[src/rtl/pc_sequencer.sv]
// Program-counter sequencer: enable/stall, relative branch, absolute jump,
// and call/return through an internal return-address stack with sticky faults.
module pc_sequencer #(
    parameter int unsigned             PC_WIDTH    = 8,
    parameter int unsigned             STACK_DEPTH = 4,
    parameter logic [PC_WIDTH-1:0]     RESET_PC    = '0
) (
    input  logic                clk,
    input  logic                rst,
    input  logic                en,
    input  logic                stall,
    input  logic                branch_taken,
    input  logic [PC_WIDTH-1:0] branch_offset,
    input  logic                jump,
    input  logic [PC_WIDTH-1:0] jump_target,
    input  logic                call,
    input  logic [PC_WIDTH-1:0] call_target,
    input  logic                ret,
    input  logic                err_clr,
    output logic [PC_WIDTH-1:0] pc,
    output logic [PC_WIDTH-1:0] pc_next,
    output logic                stack_empty,
    output logic                stack_full,
    output logic                ovf_err,
    output logic                unf_err
);

    localparam int unsigned CNT_W = $clog2(STACK_DEPTH + 1);
    localparam int unsigned IDX_W = (STACK_DEPTH > 1) ? $clog2(STACK_DEPTH) : 1;

    logic [PC_WIDTH-1:0] ras [STACK_DEPTH];
    logic [CNT_W-1:0]    count;
    logic [PC_WIDTH-1:0] pc_inc;
    logic [PC_WIDTH-1:0] ras_top;
    logic                do_push;
    logic                do_pop;
    logic                set_ovf;
    logic                set_unf;

    assign pc_inc      = pc + PC_WIDTH'(1);
    assign ras_top     = ras[IDX_W'(count - CNT_W'(1))];
    assign stack_empty = (count == CNT_W'(0));
    assign stack_full  = (count == CNT_W'(STACK_DEPTH));

    // Next-pc selection; priority ret > call > jump > branch > increment
    always_comb begin
        pc_next = pc;
        do_push = 1'b0;
        do_pop  = 1'b0;
        set_ovf = 1'b0;
        set_unf = 1'b0;
        if (en && !stall) begin
            if (ret) begin
                if (!stack_empty) begin
                    pc_next = ras_top;
                    do_pop  = 1'b1;
                end else begin
                    pc_next = pc_inc;
                    set_unf = 1'b1;
                end
            end else if (call) begin
                pc_next = call_target;
                if (!stack_full) begin
                    do_push = 1'b1;
                end else begin
                    set_ovf = 1'b1;
                end
            end else if (jump) begin
                pc_next = jump_target;
            end else if (branch_taken) begin
                // same-width add is sign-extension modulo 2^PC_WIDTH
                pc_next = pc + branch_offset;
            end else begin
                pc_next = pc_inc;
            end
        end
    end

    // pc, stack depth and sticky fault flags
    always_ff @(posedge clk or posedge rst) begin
        if (rst) begin
            pc      <= RESET_PC;
            count   <= '0;
            ovf_err <= 1'b0;
            unf_err <= 1'b0;
        end else begin
            pc <= pc_next;
            if (do_push) begin
                count <= count + CNT_W'(1);
            end else if (do_pop) begin
                count <= count - CNT_W'(1);
            end
            if (set_ovf) begin
                ovf_err <= 1'b1;
            end else if (err_clr) begin
                ovf_err <= 1'b0;
            end
            if (set_unf) begin
                unf_err <= 1'b1;
            end else if (err_clr) begin
                unf_err <= 1'b0;
            end
        end
    end

    // Stack entries carry no reset; only slots below count are ever read
    always_ff @(posedge clk) begin
        if (do_push && !rst) begin
            ras[IDX_W'(count)] <= pc_inc;
        end
    end

endmodule

[config.mk]
export PLATFORM = sky130hd
export DESIGN_NAME = pc_sequencer
export DESIGN_NICKNAME = d
export VERILOG_FILES = /design/src/rtl/pc_sequencer.sv
export SDC_FILE = /design/constraint.sdc
export NUM_CORES = 1
export LEC_CHECK = 0
export ABC_AREA = 1
export CORE_ASPECT_RATIO = 1.4
export CORE_MARGIN = 2
export CORE_UTILIZATION = 52
export DETAILED_ROUTE_END_ITERATION = 8
export GPL_ROUTABILITY_DRIVEN = 0
export PLACE_DENSITY = 0.78
export SYNTH_ARGS = -nofsm -noshare
export SYNTH_HDL_FRONTEND = slang
export SYNTH_SLANG_ARGS = --single-unit
[constraint.sdc]
create_clock -name clk -period 2.8 [get_ports clk]
set_clock_uncertainty 0.15 [all_clocks]
set_input_delay 0.28 -clock clk [delete_from_list [all_inputs] [get_ports clk]]
set_output_delay 0.28 -clock clk [all_outputs]
set_load 0.01 [all_outputs]
==> results of run 1 <==
[per-stage QoR]
step	setup WS [ns]	power [uW]	hold slack [ns]
finish	0.143	3310	0.122
global placement	-0.266	2780	0.372
floorplan	0.551	2020	0.0153
CTS	-0.0312	3270	0.124
detailed placement	-0.299	2830	0.396
global route	-0.0711	3550	0.134
[synthesized netlist by cell type]
master,number,share of area (%)
dfrtp_1,13,12
buf_6,1,0.41
inv_1,37,5.1
ha_1,13,6.0
xnor2_1,3,0.96
or2_4,1,0.32
a21oi_1,20,3.7
a32oi_1,1,0.32
xor2_1,6,1.9
clkinv_1,1,0.14
edfxtp_1,32,35
fa_1,1,0.73
nand3b_1,2,0.55
inv_2,3,0.41
nand2_1,72,9.9
a21boi_1,1,0.28
buf_2,7,1.3
a41oi_1,1,0.32
inv_4,1,0.23
nand2_2,2,0.46
nand3_1,17,3.1
nor2_1,44,6.0
nor3_4,1,0.60
a22oi_1,2,0.55
a31oi_1,3,0.69
o21ai_0,25,4.6
buf_4,2,0.55
o22ai_1,8,1.8
nor3_1,1,0.18
nor2_2,1,0.23
nand4_1,1,0.23
o21ai_1,2,0.37
o21ai_2,3,0.96
[worst max-delay path, cell delays in order (launching register included)]
cell,delay [ns]
dfrtp_1,0.38
ha_2,0.19
inv_2,0.04
fa_2,0.37
nand3b_1,0.21
nand2_2,0.09
nand2_1,0.05
nand3_1,0.06
nand3_1,0.06
nand2_1,0.08
nand2_1,0.05
o21ai_1,0.07
nand2_1,0.06
nand2_1,0.08
buf_2,0.13
[sequential cells by signal (all words and copies together) (netlist names)]
name     cells
count        3
ovf_err      1
pc           8
ras         32
unf_err      1
[cell families after synthesis]
| logic type | count (synthesis) |
|---|---|
| AOI/OAI and AO/OA | 66 |
| buffers and inverters | 52 |
| and+or+nand+nor | 142 |
| adders and majority gates | 14 |
| DFF | 45 |
| xor gates and xnor gates | 9 |
[path summary, 6_finish.rpt]
check	endpoint	slack, ns	cells past startpoint
max in group asynchronous	pc[6]$_DFF_PP0_	2.18	3
min reg2reg	unf_err$_DFFE_PP0P_	0.41	2
min in group clk	unf_err$_DFFE_PP0P_	0.41	2
max reg2reg	pc[4]$_DFF_PP0_	0.68	13
max	pc_next[4]	0.14	14
min	pc[3]$_DFF_PP0_	0.12	3
[routing by layer]
metal / wire [microns] / global-route usage [%] / vias up
met3: 260 / 2.00 / 23
met4: 264 / 14.9 / 0
met5: 0 / 0 / -
met1: 2780 / 31.0 / 1171
li1: - / - / 1255
met2: 3910 / 46.5 / 90
[layout by cell type (no fill, tap or decap), types with 5 or more instances in the layout]
cell type        count
nor2_1              43
nand2_1             70
buf_4               34
o22ai_1              8
ha_1                11
edfxtp_1            32
clkbuf_8             5
dfrtp_1             12
inv_2                6
xor2_1               6
inv_1               34
nand3_1             17
clkdlybuf4s50_1     43
o21ai_0             23
a21oi_1             19
[cell type report]
type / count / area (sq um)
clock inverters: 3 / 25.0
multi-input cells: 231 / 1270
inverters: 42 / 160
clock buffers: 5 / 68.8
flip-flops and latches: 45 / 1290
fillers: 430 / 1480
well taps: 66 / 82.6
repair buffers: 86 / 749
[power by group]
group          total (uW)  internal, uW  switching, uW  leakage [uW]
Clock                 421           180            241     0.0000447
Sequential            949           883           65.2      0.000442
Combinational        1940           837           1100       0.00111
[timing repair]
item	4_1_cts	5_1_grt
setup buffers	0	2
resized for setup	16	20
pin swaps	0	6
endpoints found under the setup margin	8	6
hold buffers	0	0
==> results, run 1 <==
- The flow ran to the end, and the final reports show no timing, DRC or antenna violations.
- After Yosys synthesis, XOR and XNOR cells account for 2.89% of the synthesized area.
- The number of clock buffers added by TritonCTS is 5.
- The max-capacitance violation count is 0.
- The total routing usage reported by global routing is 26.5%.
- The transition at the pin with the smallest max-transition slack is 0.429 ns.
- The number of violations reported at the end of detailed-routing iteration 0 is 130.
- The count of synthesis-stage warnings from yosys is 0.
- The count of final hold-check violations was 0.
- The total congestion overflow is 0.
- The TritonCTS clock tree is yes.
- The number of slew-limit violations in the final report is 0.
- The sum of negative setup slack is 0 ns.
- The first global-routing pass estimated 12000 microns of wire.
- The adder-cell area share of the yosys netlist is 6.69%.
- After routing the design area is 0.00364 sq mm.
- In this run the count of I/O pins placed on the die edge is 53.
- In the final design database the tool counted 458 nets.
- In this run the deepest clock path goes through 2 buffers.
- After technology mapping, the gate count stands at 328.
- The area of the placeable core is 0.00512 sq mm.
- The mux contribution to synthesized area is 0%.
- Detailed placement finished with a half-perimeter wire length of 5540 microns.
- The register bit total from synthesis is 45.
- The detailed-route vias per instance is 5.31.
- The arrival time of the worst setup path is 2.23 ns.
- The final core utilization is 71.1%.
- The final-report setup violation count is 0.
- The compound-cell area share of the yosys netlist is 13.6%.
- The number of antenna repair diodes is 0.
- The CTS H-tree depth is 2.
- The first detailed-routing pass ran for 4 iterations.
- The source of the critical timing path is pc[0]$_DFF_PP0_.
- The overall via count from detail_route is 2539.
- CTS saw 45 sinks.
- The worst setup path is captured at a primary output.
- The average instance in the mapped netlist occupies 8.32 sq um.
- The number of nets with antenna violations after detailed routing is 0.
- The starting utilization of the core area is 53.3%.
- By area, the combinational part of the netlist is dominated by simple AND/OR/NAND/NOR gates.
- The area of the die is 0.00585 sq mm.
- The fraction of the cycle the final worst path needs is 94.9%.
- The vertical die dimension is 89.7 microns.
- The routed design could run at a clock period as short as 2.66 ns.
- The detailed-route wire length is 7210 microns.
- Dividing total power by cell area gives a power density of 908 mW/mm^2.
- The placed instance count is 468.
- The count of unique library cells instantiated by Yosys is 33.
- The number of cell rows is 31.
- Clock tree synthesis selected as its root buffer the cell clkbuf_8.
- The residual DRC count is 0.
- The via count of the first global-routing pass is 2613.
- The number of non-filler instances in the completed layout is 478.
- The clock latency of the later-clocked register in the worst-skew pair is 0.30 ns.
- The share of the yosys chip area belonging to registers is 47.1%.
- The maximum fanout encountered on the critical timing path is 2.
- The die width is 65.2 microns.
- The standard cell area after detailed placement is 0.00351 sq mm.
- The share of cells above drive strength 1 is 17.5%.
- The number of antenna violations at the first check in global routing was 0.
- Measured against its own limit, the worst slew margin works out to 71.3%.
- The synthesized cell area is 0.00273 sq mm.
- The area added between synthesis and finish is 33.3%.
- Clock-pin slew was measured on the worst setup and hold paths at 0.09 ns.
- The number of buffer cells added on primary ports is 52.
- VDD sags by at most 0.517 mV.
- STA classifies the critical path startpoint as a flop.
- Setup repair after global routing could not meet its margin everywhere.
- After detailed routing, the average wire length per cell comes to 15.1 microns.
- For the worst setup path, the data required time is 2.37 ns.
- For this design the static power due to leakage is 0.00160 uW.
- The type of the most critical hold path is in -> async.
- The reg-to-reg critical path startpoint is pc[0]$_DFF_PP0_.
- Counting every net in the synthesized netlist gives 375.
- Derived from the worst setup path, the maximum achievable clock frequency is 376 MHz.
- The setup path with the least slack is of type reg -> out.
- The basic-gate share of the synthesized area counting and, or, nand and nor cells is 21.6%.
- Entering global routing, the biggest net connects 20 pins.
(Power assumes the default switching activity.)
==> run 2, diff against run 1 <==
--- a/config.mk
+++ b/config.mk
@@ -6,12 +6,12 @@
 export NUM_CORES = 1
 export LEC_CHECK = 0
 export ABC_AREA = 1
-export CORE_ASPECT_RATIO = 1.4
 export CORE_MARGIN = 2
 export CORE_UTILIZATION = 52
 export DETAILED_ROUTE_END_ITERATION = 8
 export GPL_ROUTABILITY_DRIVEN = 0
 export PLACE_DENSITY = 0.78
+export SLEW_MARGIN = 20
 export SYNTH_ARGS = -nofsm -noshare
 export SYNTH_HDL_FRONTEND = slang
 export SYNTH_SLANG_ARGS = --single-unit
==> results, run 2 (synthesis results as in run 1) <==
- The TritonCTS buffer count came to 5 (unchanged).
- The relative max-transition margin is 81.6% (was 71.3%).
- The transition at the pin with the smallest max-transition slack is 0.276 ns (was 0.429 ns).
- The minimum clock period is 2.68 ns (was 2.66 ns).
- Top Registers: ras x32, pc x8, count x3 (unchanged).
- The critical path start-end classification is reg -> out (unchanged).
- The HPWL after detailed placement is 5350 microns (was 5540 microns).
- The number of top-level pins came to 53 (unchanged).
- The starting utilization of the core area was 53.8% (was 53.3%).
- The via count of the first global-routing pass came to 2510 (was 2613).
- The number of buffer cells added on primary ports is 52 (unchanged).
- The switching share of power came to 41.6% (was 42.5%).
- The total power consumption of the routed design came to 3410 uW (was 3310 uW).
- The fraction of the cycle the final worst path needs is 95.8% (was 94.9%).
- The type of element launching the critical path is a flop (unchanged).
- The total routing usage reported by global routing came to 25.3% (was 26.5%).
- The static leakage is 0.00161 uW (was 0.00160 uW).
- The post-CTS setup-driven buffer insertion count is 0 (unchanged).
- The sum of negative setup slack came to 0 ns (unchanged).
- The register with the most flip-flops is ras (unchanged).
- The number of antenna repair diodes is 0 (unchanged).
- The residual DRC count is 0 (unchanged).
- The area added between synthesis and finish came to 34.5% (was 33.3%).
- The CTS H-tree depth was 2 (unchanged).
- The maximum vdd drop is 0.448 mV (was 0.517 mV).
- The placed instance count came to 471 (was 468).
- The post-placement worst setup slack came to -0.286 ns (was -0.299 ns).
- The share of power burned in the clock network came to 14.4% (was 12.7%).
- The area of the placeable core is 0.00507 sq mm (was 0.00512 sq mm).
- The total congestion overflow is 0 (unchanged).
- The share of cells above drive strength 1 is 16.6% (was 17.5%).
- The clock transition at the registers of the reported paths is 0.09 ns (about the same).
- The number of slew-limit violations in the final report is 0 (unchanged).
- The wire length of the first global-routing pass is 11800 microns (was 12000 microns).
- The endpoint class of the critical path was a primary output (unchanged).
- The flip-flop and latch area was 0.00129 sq mm (about the same).
- The overall via count from detail_route is 2497 (was 2539).
- The count of final hold-check violations was 0 (unchanged).
- The area of the die is 0.00585 sq mm (about the same).
- The maximum fanout encountered on the critical timing path is 6 (was 2).
- The areal power density over the cells was 928 mW/mm^2 (was 908 mW/mm^2).
- The most frequent standard cell in the layout excluding fill and tap cells is nand2_1 (unchanged).
- The number of nets with antenna violations after detailed routing is 0 (unchanged).
- The detailed-route vias per instance is 5.21 (was 5.31).
- The pin count of the biggest net entering global routing came to 20 (unchanged).
- The number of nets in the layout was 455 (was 458).
- The design internal power is 1990 uW (was 1900 uW).
- The part of the total power dissipated in combinational logic is 57.9% (was 58.6%).
- The TritonCTS clock tree was yes (unchanged).
- The sequential group share of total power is 27.7% (was 28.7%).
- The post-layout worst setup margin is 0.118 ns (was 0.143 ns).
- The number of antenna violations at the first check in global routing came to 0 (unchanged).
- The arrival time of the worst setup path is 2.25 ns (was 2.23 ns).
- The die width came to 76.5 microns (was 65.2 microns).
- The vertical die dimension is 76.5 microns (was 89.7 microns).
- The clock sink count is 45 (unchanged).
- The net switching power is 1420 uW (was 1410 uW).
- Most frequent cells in the layout: 71 x nand2_1, 44 x nor2_1, 43 x clkdlybuf4s50_1 (was 70 x nand2_1, 43 x nor2_1, 43 x clkdlybuf4s50_1).
- The post-detailed-route wirelength per cell is 15.0 microns (was 15.1 microns).
- The detailed-route wire length is 7170 microns (was 7210 microns).
- The number of fill cells in the layout is 403 (was 430).
- The max-capacitance violation count came to 0 (unchanged).
- The cell at the root of the clock tree is clkbuf_8 (unchanged).
- The number of cell rows was 26 (was 31).
- The maximum buffer depth of the clock tree is 2 (unchanged).
- The number of violations reported at the end of detailed-routing iteration 0 is 138 (was 130).
- The highest attainable clock frequency is 373 MHz (was 376 MHz).
- The clock latency of the later-clocked register in the worst-skew pair is 0.30 ns (about the same).
- Status: completed (unchanged).
- The worst hold slack is 0.143 ns (was 0.122 ns).
- The final-report setup violation count came to 0 (unchanged).
- The multi-input logic area is 0.00129 sq mm (was 0.00127 sq mm).
- The required time of the critical path is 2.37 ns (about the same).
- The number of non-filler instances in the completed layout came to 479 (was 478).
- The type of the most critical hold path is in -> async (unchanged).
- The number of iterations in the first detailed-routing pass is 4 (unchanged).
- The flip-flop count of the largest register, all copies and words added came to 32 (unchanged).
[run 2: through the flow]
step                cell area, sq um  utilization (%)
finish                          3670             72.3
global route                    3670             72.3
CTS                             3620             71.3
detailed placement              3510             69.2
global placement                3510             69.2
floorplan                       2730                -
[run 2: worst max-delay path, stage by stage, from the launching register on]
cell and delay (ns):
dfrtp_1 0.41, inv_1 0.12, ha_2 0.33, inv_1 0.12
o21ai_0 0.09, o22ai_1 0.19, nand2_1 0.15, a32oi_2 0.25
dlygate4sd2_1 0.30
[run 2: worst paths after layout]
path                                            end                  from  slack, ns  cells past startpoint
worst max-delay path                     pc_next[0]  count[1]$_DFFE_PP0P_       0.12                      8
worst min-delay path                pc[1]$_DFF_PP0_                   rst       0.14                      3
worst max register to register      pc[6]$_DFF_PP0_       pc[0]$_DFF_PP0_       0.77                     12
worst min register to register  unf_err$_DFFE_PP0P_   unf_err$_DFFE_PP0P_       0.40                      2
max in group asynchronous           pc[2]$_DFF_PP0_                   rst       2.16                      3
min in group clk                unf_err$_DFFE_PP0P_   unf_err$_DFFE_PP0P_       0.40                      2
[run 2: timing repair]
action,CTS,global route
hold buffers,0,0
resized for setup,13,22
setup endpoints to repair,8,8
hold endpoints to repair,0,0
pin swaps,2,8
[run 2: layer usage]
| metal | track usage (%) | share of wire, % | vias to the layer above | routed length (microns) |
|---|---|---|---|---|
| met2 | 44.2 | 50 | 111 | 3550 |
| li1 | - | - | 1245 | - |
| met3 | 1.66 | 5.8 | 11 | 413 |
| met4 | 7.27 | 1.2 | 0 | 89 |
| met5 | 0 | 0 | - | 0 |
| met1 | 34.0 | 43 | 1130 | 3110 |
[run 2: layout make-up]
type / instances / share of cell area (%)
Multi-Input combinational cell: 231 / 35.1
Sequential cell: 45 / 35.0
Timing Repair Buffer: 83 / 20.1
Inverter: 42 / 4.36
Tap cell: 70 / 2.39
Clock buffer: 6 / 1.98
Clock inverter: 2 / 0.954
[run 2: power groups by stage]
stage | Combinational (uW) | Sequential (uW) | Clock, uW
after floorplan | 1010 | 1010 | 0
after global placement | 1840 | 953 | 0
after detailed placement | 1900 | 954 | 0
after CTS | 1890 | 941 | 492
after global routing | 2180 | 952 | 522
final | 1970 | 945 | 490
==> run 3, diff against run 2 <==
--- a/config.mk
+++ b/config.mk
@@ -11,6 +11,7 @@
 export DETAILED_ROUTE_END_ITERATION = 8
 export GPL_ROUTABILITY_DRIVEN = 0
 export PLACE_DENSITY = 0.78
+export SETUP_SLACK_MARGIN = 0.4
 export SLEW_MARGIN = 20
 export SYNTH_ARGS = -nofsm -noshare
 export SYNTH_HDL_FRONTEND = slang
==> results, run 3 (synthesis results as in run 1) <==
- Status: completed (unchanged).
- The critical path start-end classification is reg -> out (unchanged).
- The number of iterations in the first detailed-routing pass is 5 (was 4).
- Most frequent cells in the layout: 64 x nand2_1, 43 x nor2_1, 39 x clkdlybuf4s50_1, 39 x buf_4, 33 x inv_1 (was 71 x nand2_1, 44 x nor2_1, 43 x clkdlybuf4s50_1).
- The clock sink count came to 45 (unchanged).
- The starting utilization of the core area came to 53.8% (unchanged).
- The most frequent standard cell in the layout excluding fill and tap cells is nand2_1 (unchanged).
- The CTS H-tree depth is 2 (unchanged).
- The worst reg2reg path endpoint is pc[5]$_DFF_PP0_ (was pc[6]$_DFF_PP0_).
- The share of cells above drive strength 1 came to 26.0% (was 16.6%).
- The arrival time of the worst setup path is 2.25 ns (about the same).
- The endpoint class of the critical path was a primary output (unchanged).
- The required time of the critical path is 2.37 ns (about the same).
- The internal reg-to-reg setup slack is 0.38 ns (was 0.77 ns).
- The number of cell rows was 26 (unchanged).
- The post-detailed-route wirelength per cell is 16.4 microns (was 15.0 microns).
- The total congestion overflow is 0 (unchanged).
- The clock latency of the later-clocked register in the worst-skew pair came to 0.30 ns (about the same).
- Setup repair after global routing could not meet its margin everywhere.
- The transition at the pin with the smallest max-transition slack was 0.297 ns (was 0.276 ns).
- The number of nets with antenna violations after detailed routing is 0 (unchanged).
- The area of the placeable core is 0.00507 sq mm (unchanged).
- The maximum fanout encountered on the critical timing path is 2 (was 6).
- The final-report setup violation count is 0 (unchanged).
- The number of antenna repair diodes is 0 (unchanged).
- The residual DRC count is 0 (unchanged).
- The number of violations reported at the end of detailed-routing iteration 0 was 165 (was 138).
- The count of final hold-check violations came to 0 (unchanged).
- The sum of negative setup slack is 0 ns (unchanged).
- The number of hold buffers added after cts is 0 (unchanged).
- The die width came to 76.5 microns (unchanged).
- The wire length of the first global-routing pass is 12700 microns (was 11800 microns).
- The minimum clock period came to 2.68 ns (about the same).
- The areal power density over the cells is 976 mW/mm^2 (was 928 mW/mm^2).
- The type of the most critical hold path is in -> async (unchanged).
- The flip-flop count of the largest register, all copies and words added came to 32 (unchanged).
- The depth of the worst register-to-register path is 18 (was 12).
- The clock transition at the registers of the reported paths is 0.09 ns (about the same).
- The TritonCTS clock tree is yes (unchanged).
- The area of the die came to 0.00585 sq mm (unchanged).
- The overall via count from detail_route is 2683 (was 2497).
- The vertical die dimension was 76.5 microns (unchanged).
- The relative max-transition margin is 80.2% (was 81.6%).
- The area added between synthesis and finish is 43.8% (was 34.5%).
- The detailed-route vias per instance is 5.44 (was 5.21).
- The number of antenna violations at the first check in global routing was 0 (unchanged).
- The maximum buffer depth of the clock tree was 2 (unchanged).
- The total power consumption of the routed design is 3830 uW (was 3410 uW).
- The max-capacitance violation count is 0 (unchanged).
- The number of top-level pins was 53 (unchanged).
- The maximum vdd drop is 0.494 mV (was 0.448 mV).
- The pin count of the biggest net entering global routing is 20 (unchanged).
- The reg-to-reg critical path startpoint is pc[2]$_DFF_PP0_ (was pc[0]$_DFF_PP0_).
- The highest attainable clock frequency is 373 MHz (about the same).
- The via count of the first global-routing pass came to 2688 (was 2510).
- Top Registers: ras x32, pc x8, count x3 (unchanged).
- The static leakage was 0.00172 uW (was 0.00161 uW).
- The number of buffer cells added on primary ports is 52 (unchanged).
- The fraction of the cycle the final worst path needs is 95.7% (was 95.8%).
- The cell at the root of the clock tree is clkbuf_8 (unchanged).
- The HPWL after detailed placement is 5350 microns (unchanged).
- The TritonCTS buffer count is 5 (unchanged).
- The register with the most flip-flops is ras (unchanged).
- The total routing usage reported by global routing came to 27.3% (was 25.3%).
- The detailed-route wire length came to 8070 microns (was 7170 microns).
- The type of element launching the critical path is a flop (unchanged).
- The number of nets in the layout is 469 (was 455).
- The number of slew-limit violations in the final report is 0 (unchanged).
run 3: worst max-delay path by stage:
stage	from	to
final	pc[0]$_DFF_PP0_	pc_next[6]
after global routing	pc[0]$_DFF_PP0_	pc_next[6]
after CTS	pc[0]$_DFF_PP0_	pc_next[4]
after detailed placement	branch_offset[0]	pc_next[4]
after global placement	branch_offset[0]	pc_next[4]
after floorplan	count[0]$_DFFE_PP0P_	pc_next[5]
run 3: where the power goes:
part           total [uW]  internal [uW]  switching (uW)  leakage, uW
registers             948            882            66.2     0.000444
logic                2390           1070            1320      0.00122
clock network         493            265             228    0.0000552
run 3: stage by stage:
stage	std cells	utilization [%]	cell area (sq um)	hold slack, ns	setup slack [ns]
finish	493	77.3	3930	0.143	0.121
global route	493	77.3	3930	0.199	0.00461
CTS	487	74.5	3780	0.143	0.203
detailed placement	471	69.2	3510	0.388	-0.286
global placement	471	69.2	3510	0.373	-0.283
floorplan	328	-	2730	0.0153	0.551
run 3: critical path, cell delays in order (launching register included):
cell and delay (ns):
dfrtp_1 0.37, ha_2 0.19, inv_2 0.04, fa_2 0.34
nand3b_1 0.19, nand2_1 0.11, nand2_1 0.10, nand3_1 0.09
nand2_1 0.06, o21ai_2 0.12, nand2_1 0.07, nand2_1 0.06
nand2_1 0.06, buf_2 0.15
run 3: what timing repair did:
action | 4_1_cts | 5_1_grt
cloned | 0 | 0
setup buffers | 8 | 6
pin swaps | 17 | 23
setup endpoints to repair | 8 | 9
resized for setup | 69 | 24
run 3: cell type report:
class | instances | area, sq um
sequential | 45 | 1290
clock inverter | 2 | 35.0
fill | 349 | 1150
timing repair buffer | 97 | 845
multi-input combinational | 231 | 1430
tap | 70 | 87.6
clock buffer | 6 | 72.6
inverter | 42 | 165
run 3: per-layer routing:
layer,up-vias,global-route usage [%],part of all wire [%]
met4,0,9.64,2.3
li1,1277,-,-
met2,149,48.1,50
met1,1233,34.9,40
met5,-,0,0
met3,24,2.84,6.7
